==> src/rtl/gray_cnt_sched.sv <==
// gray_cnt_sched: round-robin arbiter that lends one shared Gray counter to
// requesters for timed intervals and signals completion to the owner.
module gray_cnt_sched #(
  parameter int N_REQ = 4,
  parameter int CW = 8
) (
  input  logic                  clk,
  input  logic                  rst,
  input  logic [N_REQ-1:0]      req,
  input  logic [N_REQ*CW-1:0]   len,
  input  logic                  pause,
  output logic [N_REQ-1:0]      grant,
  output logic [N_REQ-1:0]      done,
  output logic                  err,
  output logic                  busy,
  output logic                  cnt_en,
  output logic                  cnt_clr,
  input  logic [CW-1:0]         cnt_count,
  input  logic                  cnt_overflow
);
  localparam int IW = (N_REQ > 1) ? $clog2(N_REQ) : 1;
  typedef enum logic [1:0] {IDLE, CLEAR, RUN, DONE} state_t;
  state_t r_state;
  logic [IW-1:0] r_rr, r_id, w_pick, w_next_rr;
  logic [IW:0] w_idx;
  logic [CW-1:0] r_target, w_len;
  logic [N_REQ-1:0] r_grant, r_done;
  logic r_ovf, r_err, r_busy, r_clr;
  logic w_match, w_own_req, w_abort;
  // Descending scan so the last hit wins: that is the first requester at or above r_rr.
  always_comb begin
    w_pick = r_rr;
    w_idx = '0;
    for (int k = N_REQ - 1; k >= 0; k--) begin
      w_idx = {1'b0, r_rr} + (IW+1)'(k);
      w_idx = (w_idx >= (IW+1)'(N_REQ)) ? w_idx - (IW+1)'(N_REQ) : w_idx;
      w_pick = req[w_idx[IW-1:0]] ? w_idx[IW-1:0] : w_pick;
    end
  end
  assign w_len = len[int'(w_pick)*CW +: CW];
  assign w_next_rr = (r_id == IW'(N_REQ - 1)) ? '0 : r_id + 1'b1;
  assign w_own_req = req[r_id];
  assign w_match = cnt_count == r_target;
  assign w_abort = (r_state == CLEAR || r_state == RUN) && !w_own_req;
  // Enable is combinational so the counter halts on the very cycle it reaches the target.
  assign cnt_en = (r_state == RUN) && w_own_req && !pause && !w_match;
  assign cnt_clr = r_clr;
  assign grant = r_grant;
  assign done = r_done;
  assign err = r_err;
  assign busy = r_busy;
  always_ff @(posedge clk or posedge rst) begin
    if (rst) begin
      r_state <= IDLE;
      r_rr <= '0;
      r_id <= '0;
      r_target <= '0;
      r_ovf <= 1'b0;
      r_grant <= '0;
      r_done <= '0;
      r_err <= 1'b0;
      r_busy <= 1'b0;
      r_clr <= 1'b0;
    end else if (w_abort || r_state == DONE) begin
      r_state <= IDLE;
      r_grant <= '0;
      r_done <= '0;
      r_err <= 1'b0;
      r_busy <= 1'b0;
      r_clr <= 1'b0;
      r_rr <= w_next_rr;
    end else begin
      case (r_state)
        IDLE: if (|req) begin
          r_state <= CLEAR;
          r_id <= w_pick;
          r_target <= w_len ^ (w_len >> 1);
          r_ovf <= 1'b0;
          r_grant <= N_REQ'(1) << w_pick;
          r_clr <= 1'b1;
          r_busy <= 1'b1;
        end
        CLEAR: begin
          r_state <= RUN;
          r_clr <= 1'b0;
        end
        RUN: begin
          r_ovf <= r_ovf | cnt_overflow;
          if (w_match) begin
            r_state <= DONE;
            r_done <= r_grant;
            r_err <= r_ovf | cnt_overflow;
          end
        end
        default: r_state <= IDLE;
      endcase
    end
  end
endmodule

==> config.mk <==
export PLATFORM = sky130hd
export DESIGN_NAME = gray_cnt_sched
export DESIGN_NICKNAME = d
export VERILOG_FILES = /design/src/rtl/gray_cnt_sched.sv
export SDC_FILE = /design/constraint.sdc
export NUM_CORES = 1
export LEC_CHECK = 0
export BUFFER_PORTS_ARGS = -buffer_cell sky130_fd_sc_hd__buf_2
export CORE_ASPECT_RATIO = 0.7
export CORE_MARGIN = 2
export CORE_UTILIZATION = 30
export CTS_CLUSTER_DIAMETER = 60
export DETAILED_ROUTE_END_ITERATION = 16
export PLACE_DENSITY = 0.49
export SETUP_SLACK_MARGIN = 0.2
export SYNTH_ARGS = -nofsm -noshare
export SYNTH_HDL_FRONTEND = slang
export SYNTH_SLANG_ARGS = --single-unit
==> constraint.sdc <==
create_clock -name clk -period 5.1 [get_ports clk]
set_input_delay 1.02 -clock clk [delete_from_list [all_inputs] [get_ports clk]]
set_output_delay 1.02 -clock clk [all_outputs]
set_load 0.02 [all_outputs]
# Word level (Yosys, flattened, before mapping)
# Cells that the tools add are included.
totals:
  regBits: 26
  in_bits: 48
  output_inout_bits: 12
  elab_cells: 102
op_classes:
  n_addsub: 8
  order_cmp: 9
  eq_ne: 8
  n_shift: 2
  muxes: 39
  bitwise_logic: 3
  n_reduce_logical: 23
ops:
  columns: ["cell", "n"]
  rows:
  - ["32-bit by 6-bit indexed part select with 8-bit output", 1]
  - ["2-bit two-way mux", 12]
  - ["4-bit two-way mux", 6]
  - ["2-bit by 3-bit < comparator with 1-bit output, second input constant", 5]
  - ["1-bit two-way mux", 13]
  - ["1-bit binary-select mux with 2-bit select", 5]
  - ["2-bit nonzero test", 5]
  - ["3-bit greater-or-equal comparator, second input constant", 3]
  - ["8-bit == test", 1]
  - ["2-bit AND reduction", 4]
  - ["2-bit by 1-bit subtractor with 2-bit output, second input constant", 4]
  - ["8-bit by 7-bit bitwise XOR with 8-bit output", 1]
  - ["2-bit by 2-bit adder with 3-bit output, second input constant", 2]
  - ["2-bit == test, second input constant", 3]
  - ["2-bit case mux with 3 select lines", 1]
  - ["3-bit AND reduction", 2]
  - ["1-bit logical AND", 4]
  - ["1-bit case mux with 2 select lines", 2]
  - ["4-bit OR reduction", 1]
  - ["1-bit by 2-bit << shifter with 4-bit output, first input constant", 1]
  - ["2-bit by 1-bit adder with 3-bit output, second input constant", 1]
  - ["2-bit by 3-bit greater-or-equal comparator with 1-bit output, second input constant", 1]
  - ["1-bit zero test", 3]
  - ["3-bit by 2-bit != test with 1-bit output, second input constant", 1]
  - ["9 further kinds", 10]

# Logic depth before layout (Yosys ltp)
depth:
  ltp_word: 13
  depth_mapped: 9
  depth_no_buf: 7

# Worst setup path before layout
# OpenSTA, ideal clock, no wires.
synth_timing:
  kind: "input to output"
  startpoint: "input cnt_count[1]"
  endpoint: "output cnt_en"
  arrival_ns: 1.913
  t_required_ns: 4.080
  setup_slack_ns: 2.167
  cell_stages: 4
  path_buffers: 0
  cell_sequence: "xor2_1 > nor4_1 > nand2_1 > and4b_1"
synth_between:
  elab_chain_len: 3
synth_lines:
  columns: ["item", "line", "text"]
  rows:
  - ["start, declared", "18", "input logic [CW-1:0] cnt_count,"]
  - ["8-bit == test", "43", "assign w_match = cnt_count == r_target;"]
  - ["1-bit zero test", "46", "assign cnt_en = (r_state == RUN) && w_own_req && !pause && !w_match;"]
  - ["1-bit logical AND", "46", null]
  - ["end, declared", "16", "output logic cnt_en,"]
# No other way between the ends.

# Final worst setup path
layout_timing:
  startpoint: "input cnt_count[3]"
  endpoint: "output cnt_en"
# The elaborated chain is that of the path after synthesis.

==> out/qor.yml <==
layout-drive-gt1-share: 0.297
first_pass_iters: 4
ys_types: 38
worstPathMaxFanout: 3
grtUsageTotal: 0.127
seq_area_frac_synth: 0.348
htree_levels: 1
synth.area.top_cells: "dfrtp_1 (35%), mux2i_1 (13%), xnor2_1 (12%), xor2_1 (3.7%), ha_1 (3.3%)"
crit_arrival_ps: 2520
relSlewSlack: 0.319
hold_path_class: "flop to flop"
stdcell_count: 324
clock-skew-final_ps: 5.38
synthCells: 188
wl_per_cell_um: 12.9
setup_viol: 0
dieHeight_um: 70.1
cp_common_cell: "buf_2"
row_count: 24
cts_made_buffers: 3
irDropWorstVdd_mv: 0.142
p_leak_nw: 1.11
fin_crit_ps: 3540
finalCoreUtilization: 0.373
floorplan.initialDensity: 0.305
coreArea_um2: 6130
nets: 300
crit_chain: "buf_2 -> xor2_1 -> nor4_1 -> nand2_1 -> and4b_1 -> buf_2"
drv_slew: 0
antenna_found_initial: 0
grt_pass1_vias: 1422
hold_violations: 0
synth_top_area_cell: "dfrtp_1"
criticalPathCategory: "input pin to output pin"
path_depth: 6
ctsResizeCount: 0
ys_seq_elements: 26
cts_hold_buffers: 0
synth_nets: 241
r2r-start: "r_id[0]"
drc: 0
grt_pass1_wl_um: 7140
dp_hpwl_um: 3250
maxCapViolations: 0
synth_flop_cell: "dfrtp_1"
grt_max_degree: 27
synth.top_cell.area_share: 0.348
tightestPinTransition_ps: 1020
gr-total-overflow: 0
via_count: 1480
synth_edf_count: 0
status: "finished, final reports clean"
grt_setup_unrepaired: "false"
postCtsSetupRepairBufs: 0
port-buffer-count: 59
endpoint_kind: "output pin"
power_density_nw_per_um2: 478
die_x_um: 98.4
drt_iter0_markers: 48
area_growth_syn_to_layout_pct: 22.1
startpoint_type: "input pin"
rr_worst_depth: 4
finalSetupTns_ps: 0
fp.dieArea_um2: 6890
wirelength_um: 4170
drtAntennaViolNets: 0
diodes: 0
netlist_area_um2: 1870
top_level_ports: 60
viasPerCell: 4.57
crit_buf_inv: 2
worst_ep_required_time_ps: 4080
ys_warn_count: 0
async_reset_ff_frac: 1.00
whs_ps: 511
cts-root-buf: "clkbuf_8"
critPathLaunch: "cnt_count[3]"
crit_end: "cnt_en"
cts.path.max_buffers: 2
gp_congestion: 0.742
fillerInstances: 663
placedCellCount: 320
cp_slowest_cell: "nor4_1"
numClockSinks: 26
hp-start: "r_target[1]"
regToRegSetupSlack_ps: 2620
crit_family: "simple AND/OR/NAND/NOR gates"
clk_pin_slew_ps: 100
maxClockFrequency_ghz: 0.282
rr_endpoint: "r_id[1]"
clkLatencyLatePin_ps: 270
critPathMaxStageDelay_ps: 680
cts_tree: "yes"
fin_crit_sh: 0.694
postSynthAreaPerCell_um2: 9.95
-- placed cells by master (no fill, tap or decap), drive strengths merged, types with 4 or more instances in the layout --
cell type  netlist  routed
ha               5       5
nand2           12      12
mux2i           25      25
mux2             4       4
inv              5       5
nor3b            4       4
clkbuf           2       4
xor2             8       8
nand3            4       4
xnor2           26      26
nor3             6       6
nor2            14      14
a21oi            7       7
dfrtp           26      26
o21ai           11      11
buf              5      61
-- area by class of cell --
cell class	count	area, µm²	share of cell area
clock buffer	4	55.1	0.0241
tap	78	97.6	0.0427
timing repair buffer	61	310	0.136
inverter	5	18.8	0.00822
multi-input combinational	150	1150	0.504
sequential	26	651	0.285
-- tightest hold or removal path: cells and delay by family, from the launching register on --
family,cells,cell delay (ps)
DFF,1,370
AOI/OAI and AO/OA,1,60
and+or+nand+nor,1,50
-- per-stage QoR --
stage,worst slack [ps],cell area (µm²),total power [mW]
finish,1560,2280,1.09
global route,1480,2280,1.20
CTS,1590,2280,1.11
detailed placement,1590,2230,0.975
global placement,1620,2230,0.968
floorplan,2170,1870,0.846
-- worst min-delay path by stage --
| stage | cells after the start | slack (ps) | end |
|---|---|---|---|
| floorplan | 2 | 470 | r_target[3] |
| global placement | 2 | 490 | r_target[1] |
| detailed placement | 2 | 490 | r_target[3] |
| CTS | 2 | 520 | r_target[2] |
| global route | 2 | 540 | r_target[3] |
| finish | 2 | 510 | r_target[1] |
-- layer usage --
layer | wire length, µm | global-route usage
met1 | 2300 | 0.209
met2 | 1690 | 0.168
met3 | 160 | 0.0290
met4 | 10 | 0.0183
met5 | 0 | 0
-- power by group --
part	switching [mW]	total, mW	internal, mW
combinational	0.338	0.607	0.269
sequential	0.0619	0.349	0.287
clock	0.0672	0.136	0.0691
total	0.467	1.09	0.625
-- state kept, by name (all words and copies together), names as in the netlist --
register / cells
r_target: 8
done: 4
grant: 4
r_id: 2
r_rr: 2
r_state: 2
busy: 1
cnt_clr: 1
err: 1
r_ovf: 1
-- logic make-up after synthesis --
group                      Yosys count  share of synthesized area
adders and majority gates            5                     0.0334
xor gates and xnor gates            34                      0.159
buffers and inverters               12                     0.0368
AOI/OAI and AO/OA                   29                      0.110
and+or+nand+nor                     52                      0.142
DFF                                 26                      0.348
muxes                               30                      0.170
-- Yosys cell counts (3+ instances only) --
master / number
dfrtp_1: 26
xnor2_1: 26
mux2i_1: 25
nor2_1: 14
nand2_1: 12
xor2_1: 8
a21oi_1: 7
o21ai_1: 7
ha_1: 5
inv_1: 5
nor3_1: 5
nand3_1: 4
nor3b_1: 4
o21ai_0: 4
mux2_2: 3
nand3b_1: 3
nor2b_1: 3
No activity file was read; power rests on OpenSTA's default activity.
